--- config.mk ---
export PLATFORM = sky130hd
export DESIGN_NAME = mem_rd_scheduler
export DESIGN_NICKNAME = d
export VERILOG_FILES = /design/src/rtl/mem_rd_scheduler.sv
export SDC_FILE = /design/constraint.sdc
export NUM_CORES = 1
export LEC_CHECK = 0
export CORE_MARGIN = 2
export CORE_UTILIZATION = 40
export CTS_BUF_LIST = sky130_fd_sc_hd__clkbuf_16
export CTS_CLUSTER_SIZE = 24
export DETAILED_ROUTE_END_ITERATION = 8
export GPL_TIMING_DRIVEN = 0
export PLACE_DENSITY_LB_ADDON = 0.05
export SLEW_MARGIN = 10
export SYNTH_ARGS = -nofsm -noshare
export SYNTH_HDL_FRONTEND = slang
export SYNTH_SLANG_ARGS = --single-unit
--- constraint.sdc ---
create_clock -name clk -period 11 [get_ports clk]
set_clock_uncertainty 0.15 [all_clocks]
set_input_delay 1.1 -clock clk [delete_from_list [all_inputs] [get_ports clk]]
set_output_delay 1.1 -clock clk [all_outputs]
set_load 0.1 [all_outputs]
--- src/rtl/mem_rd_scheduler.sv ---
`default_nettype none
// +--------------------------------------------------------------------------+
// | Module      : mem_rd_scheduler                                           |
// | Description : Round-robin read scheduler for the replay engine's shared  |
// |               external SRAM. Issues one tagged read per cycle, walks     |
// |               each queue's address region and counts replay passes.      |
// | Revision    : 1.0 - initial release                                      |
// +--------------------------------------------------------------------------+
module mem_rd_scheduler #(
   parameter int NUM_QUEUES       = 4,
   parameter int NUM_QUEUES_BITS  = (NUM_QUEUES > 1) ? $clog2(NUM_QUEUES) : 1,
   parameter int MEM_ADDR_WIDTH   = 19,
   parameter int REPLAY_CNT_WIDTH = 16
) (
   input  logic                                   clk,
   input  logic                                   rst,
   input  logic                                   sw_rst_i,
   input  logic                                   cal_done_i,
   input  logic [NUM_QUEUES*MEM_ADDR_WIDTH-1:0]   q_addr_low_i,
   input  logic [NUM_QUEUES*MEM_ADDR_WIDTH-1:0]   q_addr_high_i,
   input  logic [NUM_QUEUES-1:0]                  q_enable_i,
   input  logic [NUM_QUEUES*REPLAY_CNT_WIDTH-1:0] q_replay_cnt_i,
   input  logic [NUM_QUEUES-1:0]                  q_fifo_prog_full_i,
   input  logic                                   mem_rd_full_i,
   output logic                                   mem_r_n_o,
   output logic [MEM_ADDR_WIDTH-1:0]              mem_ad_rd_o,
   output logic [NUM_QUEUES_BITS-1:0]             mem_rd_qid_o,
   output logic [NUM_QUEUES-1:0]                  q_done_o,
   output logic [NUM_QUEUES*REPLAY_CNT_WIDTH-1:0] q_pass_cnt_o
);

   localparam logic [NUM_QUEUES_BITS:0]    c_NQ      = (NUM_QUEUES_BITS+1)'(NUM_QUEUES);
   localparam logic [NUM_QUEUES_BITS-1:0]  c_LAST_Q  = NUM_QUEUES_BITS'(NUM_QUEUES - 1);
   localparam logic [REPLAY_CNT_WIDTH-1:0] c_CNT_MAX = '1;

   // Either reset source clears everything and suppresses issue this cycle
   logic rst_any;
   assign rst_any = rst | sw_rst_i;

   // Unpacked views of the per-queue configuration buses
   logic [MEM_ADDR_WIDTH-1:0]   addr_low   [NUM_QUEUES];
   logic [MEM_ADDR_WIDTH-1:0]   addr_high  [NUM_QUEUES];
   logic [REPLAY_CNT_WIDTH-1:0] replay_cnt [NUM_QUEUES];

   // Per-queue state
   logic [MEM_ADDR_WIDTH-1:0]   rd_ptr_q   [NUM_QUEUES];
   logic [MEM_ADDR_WIDTH-1:0]   rd_ptr_d   [NUM_QUEUES];
   logic [REPLAY_CNT_WIDTH-1:0] pass_cnt_q [NUM_QUEUES];
   logic [REPLAY_CNT_WIDTH-1:0] pass_cnt_d [NUM_QUEUES];
   logic [NUM_QUEUES-1:0]       done_q;
   logic [NUM_QUEUES-1:0]       done_d;

   // Arbiter state and grant
   logic [NUM_QUEUES_BITS-1:0]  rr_q;
   logic [NUM_QUEUES_BITS-1:0]  rr_d;
   logic [NUM_QUEUES-1:0]       elig;
   logic                        gate;
   logic                        gnt_vld;
   logic [NUM_QUEUES_BITS-1:0]  gnt_idx;
   logic [NUM_QUEUES_BITS:0]    cand;

   // Registered memory command
   logic                        mem_r_n_q;
   logic [MEM_ADDR_WIDTH-1:0]   mem_ad_q;
   logic [NUM_QUEUES_BITS-1:0]  mem_qid_q;

   generate
      for (genvar i = 0; i < NUM_QUEUES; i++) begin : g_queue
         assign addr_low[i]   = q_addr_low_i[i*MEM_ADDR_WIDTH +: MEM_ADDR_WIDTH];
         assign addr_high[i]  = q_addr_high_i[i*MEM_ADDR_WIDTH +: MEM_ADDR_WIDTH];
         assign replay_cnt[i] = q_replay_cnt_i[i*REPLAY_CNT_WIDTH +: REPLAY_CNT_WIDTH];
         // An empty or inverted region can never be read and never completes
         assign elig[i] = q_enable_i[i] & ~done_q[i] & ~q_fifo_prog_full_i[i]
                        & (addr_low[i] < addr_high[i]);
         assign q_pass_cnt_o[i*REPLAY_CNT_WIDTH +: REPLAY_CNT_WIDTH] = pass_cnt_q[i];
      end
   endgenerate

   // Backpressure is sampled combinationally: no skid buffer behind the issue stage
   assign gate = cal_done_i & ~mem_rd_full_i & ~rst_any;

   // Round-robin search starting at rr_q, first eligible queue in modulo order wins
   always_comb begin
      gnt_vld = 1'b0;
      gnt_idx = '0;
      cand    = '0;
      for (int k = 0; k < NUM_QUEUES; k++) begin
         cand = {1'b0, rr_q} + (NUM_QUEUES_BITS+1)'(k);
         if (cand >= c_NQ) begin
            cand = cand - c_NQ;
         end
         if (gate && !gnt_vld && elig[cand[NUM_QUEUES_BITS-1:0]]) begin
            gnt_vld = 1'b1;
            gnt_idx = cand[NUM_QUEUES_BITS-1:0];
         end
      end
   end

   // Pointer moves past the granted queue; holds when nothing is granted
   always_comb begin
      rr_d = rr_q;
      if (gnt_vld) begin
         rr_d = (gnt_idx == c_LAST_Q) ? '0 : gnt_idx + NUM_QUEUES_BITS'(1);
      end
   end

   // Per-queue pointer / pass / done update; disable overrides a same-cycle grant
   always_comb begin
      for (int i = 0; i < NUM_QUEUES; i++) begin
         rd_ptr_d[i]   = rd_ptr_q[i];
         pass_cnt_d[i] = pass_cnt_q[i];
         done_d[i]     = done_q[i];
         if (!q_enable_i[i]) begin
            rd_ptr_d[i]   = addr_low[i];
            pass_cnt_d[i] = '0;
            done_d[i]     = 1'b0;
         end else if (gnt_vld && (gnt_idx == NUM_QUEUES_BITS'(i))) begin
            if (rd_ptr_q[i] == addr_high[i] - MEM_ADDR_WIDTH'(1)) begin
               rd_ptr_d[i] = addr_low[i];
               // Saturate for infinite replay; a nonzero target sets done first
               if (pass_cnt_q[i] != c_CNT_MAX) begin
                  pass_cnt_d[i] = pass_cnt_q[i] + REPLAY_CNT_WIDTH'(1);
               end
               if ((replay_cnt[i] != '0) &&
                   (pass_cnt_q[i] + REPLAY_CNT_WIDTH'(1) == replay_cnt[i])) begin
                  done_d[i] = 1'b1;
               end
            end else begin
               rd_ptr_d[i] = rd_ptr_q[i] + MEM_ADDR_WIDTH'(1);
            end
         end
      end
   end

   // Queue and arbiter state registers
   always_ff @(posedge clk) begin
      if (rst_any) begin
         rr_q <= '0;
         for (int i = 0; i < NUM_QUEUES; i++) begin
            rd_ptr_q[i]   <= addr_low[i];
            pass_cnt_q[i] <= '0;
            done_q[i]     <= 1'b0;
         end
      end else begin
         rr_q <= rr_d;
         for (int i = 0; i < NUM_QUEUES; i++) begin
            rd_ptr_q[i]   <= rd_ptr_d[i];
            pass_cnt_q[i] <= pass_cnt_d[i];
            done_q[i]     <= done_d[i];
         end
      end
   end

   // Issue stage: the grant of cycle N appears on the memory port in cycle N+1
   always_ff @(posedge clk) begin
      if (rst_any) begin
         mem_r_n_q <= 1'b1;
         mem_ad_q  <= '0;
         mem_qid_q <= '0;
      end else begin
         mem_r_n_q <= ~gnt_vld;
         if (gnt_vld) begin
            mem_ad_q  <= rd_ptr_q[gnt_idx];
            mem_qid_q <= gnt_idx;
         end
      end
   end

   assign mem_r_n_o    = mem_r_n_q;
   assign mem_ad_rd_o  = mem_ad_q;
   assign mem_rd_qid_o = mem_qid_q;
   assign q_done_o     = done_q;

endmodule
`default_nettype wire

# [After elaboration in Yosys (flattened, before gate mapping)]
# Memories as Yosys holds them, arrays and structs flattened. A register that Yosys moved wholly into a read port is not among the register bits.
# Index checks and enable logic that the tools add are counted.
[word_totals] register_bits=9 ramBits=140 inputBits=229 output_inout_bits=90 elab_cells=185 n_memories=2
[mem_list] name="rd_ptr_q" words=4 word_bits=19 read_ports=5 rd_ports_with_merged_regs=1 wr=4 line="46" rtl="logic [MEM_ADDR_WIDTH-1:0] rd_ptr_q [NUM_QUEUES];"
[mem_list] name="pass_cnt_q" words=4 word_bits=16 read_ports=4 rd_ports_with_merged_regs=0 wr=4 line="48" rtl="logic [REPLAY_CNT_WIDTH-1:0] pass_cnt_q [NUM_QUEUES];"
[classes] n_addsub=20 order_cmp=12 n_eq_ne=15 muxes=60 bitwise_logic=38 reduce_logical=31
[ops] cell="16-bit 2-to-1 mux" count=20
[ops] cell="19-bit 2-to-1 mux" count=16
[ops] cell="19-bit by 1-bit adder with 19-bit output (second input constant)" count=4
[ops] cell="19-bit equality test" count=4
[ops] cell="19-bit < comparator" count=4
[ops] cell="19-bit by 1-bit subtractor with 19-bit output (second input constant)" count=4
[ops] cell="16-bit by 1-bit adder with 16-bit output (second input constant)" count=4
[ops] cell="16-bit equality test" count=4
[ops] cell="16-bit != test (second input constant)" count=4
[ops] cell="16-bit nonzero test" count=4
[ops] cell="2-bit 2-to-1 mux" count=9
[ops] cell="1-bit logical AND" count=15
[ops] cell="1-bit NOT" count=15
[ops] cell="1-bit bitwise AND" count=14
[ops] cell="2-bit by 3-bit < comparator with 1-bit output (second input constant)" count=4
[ops] cell="3-bit AND reduction" count=4
[ops] cell="1-bit 2-to-1 mux" count=11
[ops] cell="3-bit greater-or-equal comparator (second input constant)" count=3
[ops] cell="1-bit OR" count=9
[ops] cell="1-bit binary-select mux with 2-bit select" count=4
[ops] cell="2-bit OR reduction" count=4
[ops] cell="2-bit by 1-bit subtractor with 2-bit output (second input constant)" count=4
[ops] cell="2-bit by 2-bit adder with 3-bit output (second input constant)" count=2
[ops] cell="2-bit equality test (second input constant)" count=2
[ops] cell="6 further kinds" count=8

# [Logic depth before layout (Yosys ltp)]
# Gate-level depths: netlist (run 1).
[logic_depth] ltp_word=25 mapped_depth=19 depth_no_buf=15

# [Worst setup path after synthesis (run 1)]
# No wires, ideal clock.
[synth_timing] path_kind="input to register" startpoint="input q_addr_high_i[44]" endpoint="memory pass_cnt_q[1][12]" setup_time_ns=0.116 t_arrival_ns=5.088 t_required_ns=10.734 path_slack_ns=5.645 stages=18 cell_sequence="clkbuf_1 -> inv_1 -> ha_1 -> nand2_1 -> o21ai_0 -> o211ai_1 -> a311oi_1 -> o311ai_0 -> a221oi_1 -> or2_2 -> clkbuf_1 -> buf_1 -> ha_1 -> o211a_1 -> nor4b_1 -> clkbuf_1 -> a31oi_1 -> a41o_1"
[synth_rtl] item="start, declared" line="20" rtl="input logic [NUM_QUEUES*MEM_ADDR_WIDTH-1:0] q_addr_high_i,"
[synth_rtl] item="end, declared" line="48"

==> impl_results.md, run 1 <==
* Tot GR Track Use at 0.2499
* Hold path depth at 2
* IO buf count at between 300 and 400
* Yosys reg bits at ~170
* Hold_buf cts at 0
* TritonCTS Buffers at 17
* Initial antenna violation count at 0
* Die Wd at between 150 and 200 um
* Root buf cell: clkbuf_16
* Clock power frac at 0.344
* CTS HTree Levels at 4
* Worst skew pair latency at roughly 0.45 ns
* Final hold vios at 0
* Period minus WS final at between 7 and 8 ns
* Core ar. at between 0.03 and 0.04 sq mm
* Post-synthesis sequential area ratio at 0.2700
* Syn-to-layout area delta at 28.50%
* Critical Path AT at around 7.2 ns
* Hold Crit Endpoint: q_done_o[1]
* DP HPWL at just over 40000 um
* Net Count, Synth at 2195
* Worst Max-Slew Pin Slew at ~1.2 ns
* Number of max-cap violations at 0
* R2r setup slk at ~5 ns
* Sw frac at 0.3091
* Die ar. at approximately 0.04 sq mm
* R2r startpoint: q_done_o[3]
* Drt total wl at just over 50000 um
* Row count at 71
* Max-slew violation count at 0
* TritonRoute pass-1 iters at 5
* Tcrit/Tclk final at 0.6406
* Most common cell after layout, fill and taps aside: clkdlybuf4s50_1
* Total grt overflow at 0
* Synth warn at 0
* Initial core utilization at 0.4056
* Kind of end point of the critical path: flip-flop
* FILL cells at between 3000 and 4000
* Count of cell types in the netlist at 76
* Power density cells at about 90 mW/mm^2
* Unrepaired setup endpoints after global routing: false
* Vias per std cell at 5.571
* Die Height at about 200 um
* Most used DFF post-synth: dfxtp_1
* DP Worst Slack at around 3.5 ns
* Peak Freq at around 140 MHz
* Via count at 15236
* IO Count at approximately 320
* Antenna cells at 0
* Global placer's final weighted congestion at 0.9237
* Final net count at approximately 2500
* Pleak at just over 0.007 uW
* Min-delay src: q_done_o[1]
* Pin count of the biggest net entering global routing at 20
* CTS sink cnt at ~170
* Post-CTS sizing at 0
* CTS tree: built
* Run status: complete, no violations
* FF-to-FF End: pass_cnt_q[3][7]
* Max-slew headroom at 0.2050
* Post-synth EDFFs at 76
* Synthesized area per cell at between 8 and 9 sq um
* Vias in the first global route at roughly 14000
* Final ANT Viol Nets at 0
* Critical Path Start: q_addr_high_i[75]
* First-pass GRT wire length at 77710 um
* Crit path required time at approximately 11 ns
* Cells on worst reg2reg path at 13
* Cell Area, Synth at between 0.015 and 0.02 sq mm
* Initial drt markers at between 1000 and 1500
* Critical path launch point type: input port
* Worst vdd rail ir drop at roughly 0.080 mV
* Syn Inst Count at 1878
* Longest Clk Path Bufs at 2
* Clock transition at path regs at 0.07 ns
* # DRC at 0
* Wirelength per Cell at ~18 um
* Hold Crit Class: reg -> reg
* Share of layout cells above drive strength 1 at 0.03732
* Most frequent cells in the layout: clkdlybuf4s50_1, a21oi_1, xnor2_1
* Combinational Power Share at 0.244
* Flop pwr share at 0.413
* Crit Path Category: in -> reg
* Count of final setup violators at 0
* Critical-path maximum fanout at 11
* Design Power at roughly 1800 uW
* Final TNS setup at 0 ns
* Pint at 1217 uW
* Final worst setup slack at slightly below 4 ns
* Async SR Flop Fraction at 0
* Post-CTS Setup Inserts at 0
* Psw at 544.6 uW
==> cell usage after synthesis (5+ instances only) <==
cell	instances	area, sq um
nand2b_1	10	62.56
inv_1	128	480.5
or2_2	11	68.82
and2_1	20	125.1
o21ai_0	60	300.3
clkbuf_1	68	255.2
a21o_1	11	82.58
nor4b_1	8	70.07
mux2_2	20	225.2
dfxtp_1	92	1842
nand4_1	50	312.8
and4_1	11	96.34
or3_1	14	87.58
a31oi_1	9	56.30
buf_1	5	18.77
a211o_1	7	61.31
nor4_1	51	319.1
o221ai_1	22	192.7
and3_1	60	375.4
a31o_2	9	78.83
nand2_1	111	416.7
o31ai_1	18	135.1
o211ai_1	12	90.09
nor2_1	133	499.2
xnor2_1	160	1401
o21a_1	34	255.2
a211oi_1	16	120.1
xor2_1	99	867.1
mux2i_1	29	290.3
or4_1	30	225.2
ha_1	88	1101
nor3b_1	24	180.2
edfxtp_1	76	2282
nor2b_1	15	93.84
a21oi_1	164	820.8
nor3_1	43	215.2
nand3_1	77	385.4
==> state kept, by name, indices dropped and copies added (netlist names) <==
signal,cells
rd_ptr_q,76
pass_cnt_q,64
mem_ad_rd_o,19
q_done_o,4
mem_rd_qid_o,2
rr_q,2
mem_r_n_o,1
==> power groups by stage <==
stage                     clock network [uW]  logic, uW  registers, uW
after floorplan                            0        234            739
after global placement                     0        417            740
after detailed placement                   0        425            741
after CTS                                619        428            727
after global routing                     638        473            731
final                                    606        429            727
==> metrics by stage <==
step	area, sq um	utilization	cells	hold WS (ns)
after global routing	19630	0.5212	2735	0.3557
after detailed placement	19060	0.5060	2703	0.3120
after global placement	19060	0.5060	2703	0.3020
final	19630	0.5212	2735	0.3213
after floorplan	15280	-	1878	0.3066
after CTS	19630	0.5212	2735	0.3215
==> worst max-delay path by stage <==
| stage | endpoint | slack, ns | cells after the start |
|---|---|---|---|
| after floorplan | pass_cnt_q[1][12] | 5.65 | 18 |
| after global placement | pass_cnt_q[3][7] | 3.56 | 16 |
| after detailed placement | pass_cnt_q[3][7] | 3.50 | 16 |
| after CTS | pass_cnt_q[3][7] | 3.97 | 16 |
| after global routing | pass_cnt_q[3][7] | 3.69 | 16 |
| final | pass_cnt_q[3][7] | 3.95 | 16 |
==> area by class of cell <==
type / count / area, sq um / area share
multi-input cells: 1504 / 10360 / 0.5278
repair buffers: 314 / 3143 / 0.1601
plain buffers: 78 / 311.5 / 0.01587
inverters: 128 / 480.5 / 0.02448
clock buffers: 18 / 450.4 / 0.02295
well taps: 511 / 639.4 / 0.03257
clock inverters: 14 / 121.4 / 0.006183
flip-flops and latches: 168 / 4124 / 0.2101
==> layer usage <==
metal,wire length [um],global-route usage
met5,0,0
met4,1238,0.07956
met3,2452,0.03460
met2,23430,0.4069
met1,23400,0.3416
==> critical path, cell delays in order <==
cell	delay [ns]
clkdlybuf4s50_1	0.52
inv_1	0.06
ha_1	0.20
or4b_2	0.67
a211oi_1	0.85
o311ai_0	0.29
a221oi_1	0.48
or2_2	0.19
clkbuf_1	0.30
buf_1	0.58
ha_1	0.40
o211ai_1	0.41
nor3_2	0.53
buf_2	0.33
a21oi_1	0.10
a31o_2	0.22
==> logic make-up after synthesis <==
| group | count (synthesis) | share of synthesized area |
|---|---|---|
| xor+xnor | 260 | 0.1501 |
| flops | 168 | 0.2700 |
| mux | 49 | 0.03375 |
| compound gates | 418 | 0.1771 |
| fa+ha+maj | 88 | 0.07208 |
| simple gates | 689 | 0.2452 |
| buf+inv | 206 | 0.05185 |
Power figures use the tool's default switching activity.
==> inputs of run 2 (changes only) <==
==> constraint.sdc (replaced) <==
create_clock -name clk -period 5.85 [get_ports clk]
set_clock_uncertainty 0.15 [all_clocks]
set_input_delay 0.585 -clock clk [delete_from_list [all_inputs] [get_ports clk]]
set_output_delay 0.585 -clock clk [all_outputs]
set_load 0.1 [all_outputs]
==> impl_results.md, run 2 (same netlist as run 1, synthesis figures left out) <==
* Run status: complete, no violations
* Final ANT Viol Nets at 0
* Most common cell after layout, fill and taps aside: clkdlybuf4s50_1
* Non-Filler Instances at 2737
* CTS tree: built
* Share of layout cells above drive strength 1 at 0.04178
* DP Worst Slack at -1.133 ns
* Antenna cells at 0
* Pint at between 2000 and 2500 uW
* Worst path slowest cell: or4b_2
* Hold Crit Endpoint: q_done_o[1]
* Combinational Power Share at 0.244
* Max reg flops at 76
* Critical Path AT at 5.49 ns
* Root buf cell: clkbuf_16
* Cells on worst reg2reg path at 11
* R2r setup slk at 0.82 ns
* Final net count at around 2500
* Number of max-cap violations at 0
* Pleak at 0.007085 uW
* Via count at 15292
* # DRC at 0
* Placed cell count at 2703
* Total grt overflow at 0
* Hold path depth at 2
* Worst Max-Slew Pin Slew at around 1.2 ns
* R2r startpoint: q_done_o[3]
* Clock transition at path regs at 0.07 ns
* IO Count at 319
* Syn-to-layout area delta at 28.81%
* IO buf count at around 310
* Unrepaired setup endpoints after global routing: false
* Critical path launch point type: input port
* CTS sink cnt at 168
* Max-slew violation count at 0
* FF-to-FF End: rd_ptr_q[3][7]
* Tot GR Track Use at 0.2499
* Initial drt markers at ~1000
* Worst vdd rail ir drop at about 0.15 mV
* Clock power frac at 0.343
* Hold Crit Class: reg -> reg
* Global placer's final weighted congestion at slightly above 0.9
* Final hold vios at 0
* WP buf/inv at 5
* Row count at 71
* Dpl cell area at approximately 0.019 sq mm
* CTS HTree Levels at 4
* Vias per std cell at ~5.6
* Hold_buf cts at 0
* Kind of end point of the critical path: flip-flop
* Design Power at roughly 3300 uW
* Final TNS setup at 0 ns
* Register bank with the most flops: rd_ptr_q
* Die ar. at 0.03977 sq mm
* Pin count of the biggest net entering global routing at 20
* Slowest stage delay, CP at approximately 0.67 ns
* Psw at around 1000 uW
* Critical-path maximum fanout at 19
* Sw frac at 0.3089
* Period minus WS final at approximately 5.6 ns
* Crit-path leading delay family: simple AND/OR/NAND/NOR gates
* Tcrit/Tclk final at 0.9510
* Core ar. at 0.03767 sq mm
* Crit path required time at around 5.8 ns
* Power density cells at about 170 mW/mm^2
* Crit Path Category: in -> reg
* Initial antenna violation count at 0
* Wirelength per Cell at 18.48 um
* Peak Freq at ~180 MHz
* Most frequent cells in the layout: clkdlybuf4s50_1, a21oi_1, xnor2_1
* CP Cell Sequence: clkdlybuf4s50_1 -> inv_1 -> ha_1 -> or4b_2 -> a211oi_2 -> o311ai_0 -> a221oi_1 -> or2_2 -> clkbuf_1 -> buf_2 -> ha_1 -> o211ai_1 -> buf_4 -> nand2_1
* Final Cell Area at between 0.015 and 0.02 sq mm
* Count of final setup violators at 0
* Max-slew headroom at 0.1989
* Die Wd at between 150 and 200 um
* Longest Clk Path Bufs at 2
* FILL cells at 3749
* Min-delay src: q_done_o[1]
* Final worst setup slack at 0.2866 ns
* Initial core utilization at 0.4056
* Vias in the first global route at between 10000 and 15000
* DP HPWL at around 40000 um
* Flop pwr share at 0.413
* TritonCTS Buffers at 17
* Die Height at about 200 um
* TritonRoute pass-1 iters at 5
* First-pass GRT wire length at around 78000 um
* Worst skew pair latency at around 0.45 ns
* Drt total wl at 50570 um
* Most frequent CP cell: ha_1
[run 2: cell count changes in the layout (fill, tap and decap cells not counted), sizes merged]
cell / change
buf: +2
[run 2: worst max path at each step]
stage / start / to / slack [ns] / cells past startpoint
floorplan: q_addr_high_i[44] / pass_cnt_q[1][12] / 1.01 / 18
global placement: q_addr_high_i[75] / pass_cnt_q[3][7] / -1.07 / 16
detailed placement: q_addr_high_i[75] / pass_cnt_q[3][7] / -1.13 / 16
CTS: q_addr_high_i[75] / pass_cnt_q[3][7] / 0.003 / 16
global route: q_addr_high_i[21] / pass_cnt_q[2][11] / 0.02 / 18
finish: q_addr_high_i[75] / rd_ptr_q[3][7] / 0.29 / 14
[run 2: layout make-up]
| type | instances | area (sq um) | area share |
|---|---|---|---|
| clock inverter | 14 | 121.4 | 0.006168 |
| multi-input combinational | 1504 | 10390 | 0.5279 |
| tap | 511 | 639.4 | 0.03249 |
| clock buffer | 18 | 450.4 | 0.02289 |
| inverter | 128 | 480.5 | 0.02442 |
| sequential | 168 | 4124 | 0.2096 |
| buffer | 78 | 316.6 | 0.01609 |
| timing repair buffer | 316 | 3158 | 0.1605 |
[run 2: worst reg2reg max path, stage by stage, from the launching register on]
cell	delay, ns
dfxtp_1	0.33
or4b_2	0.73
a211oi_2	0.56
o311ai_0	0.24
a221oi_1	0.45
or2_2	0.19
clkbuf_1	0.30
buf_2	0.37
ha_1	0.34
o211ai_1	0.13
buf_4	0.22
nand2_1	0.64
[run 2: through the flow]
step,hold WS [ns],util
2_1_floorplan,0.3066,-
3_5_place_dp,0.3120,0.5060
3_3_place_gp,0.3020,0.5060
5_1_grt,0.3557,0.5224
4_1_cts,0.3215,0.5215
6_report,0.3225,0.5224
[run 2: repair_timing]
| action | CTS | global route |
|---|---|---|
| gates resized for setup | 3 | 9 |
| endpoints found under the setup margin | 138 | 68 |
| pin swaps | 1 | 0 |
| setup buffers | 0 | 2 |
[run 2: power groups by stage]
stage | clock network, uW | registers, uW | logic (uW)
after floorplan | 0 | 1390 | 441
after global placement | 0 | 1390 | 784
after detailed placement | 0 | 1390 | 800
after CTS | 1160 | 1370 | 806
after global routing | 1200 | 1370 | 891
final | 1140 | 1370 | 808
[run 2: per-layer routing]
| metal | track usage | vias to the layer above | part of all wire |
|---|---|---|---|
| met5 | 0 | - | 0 |
| met4 | 0.08093 | 0 | 0.025 |
| met3 | 0.03460 | 60 | 0.046 |
| met2 | 0.4064 | 370 | 0.46 |
| met1 | 0.3414 | 7297 | 0.47 |
| li1 | - | 7565 | - |
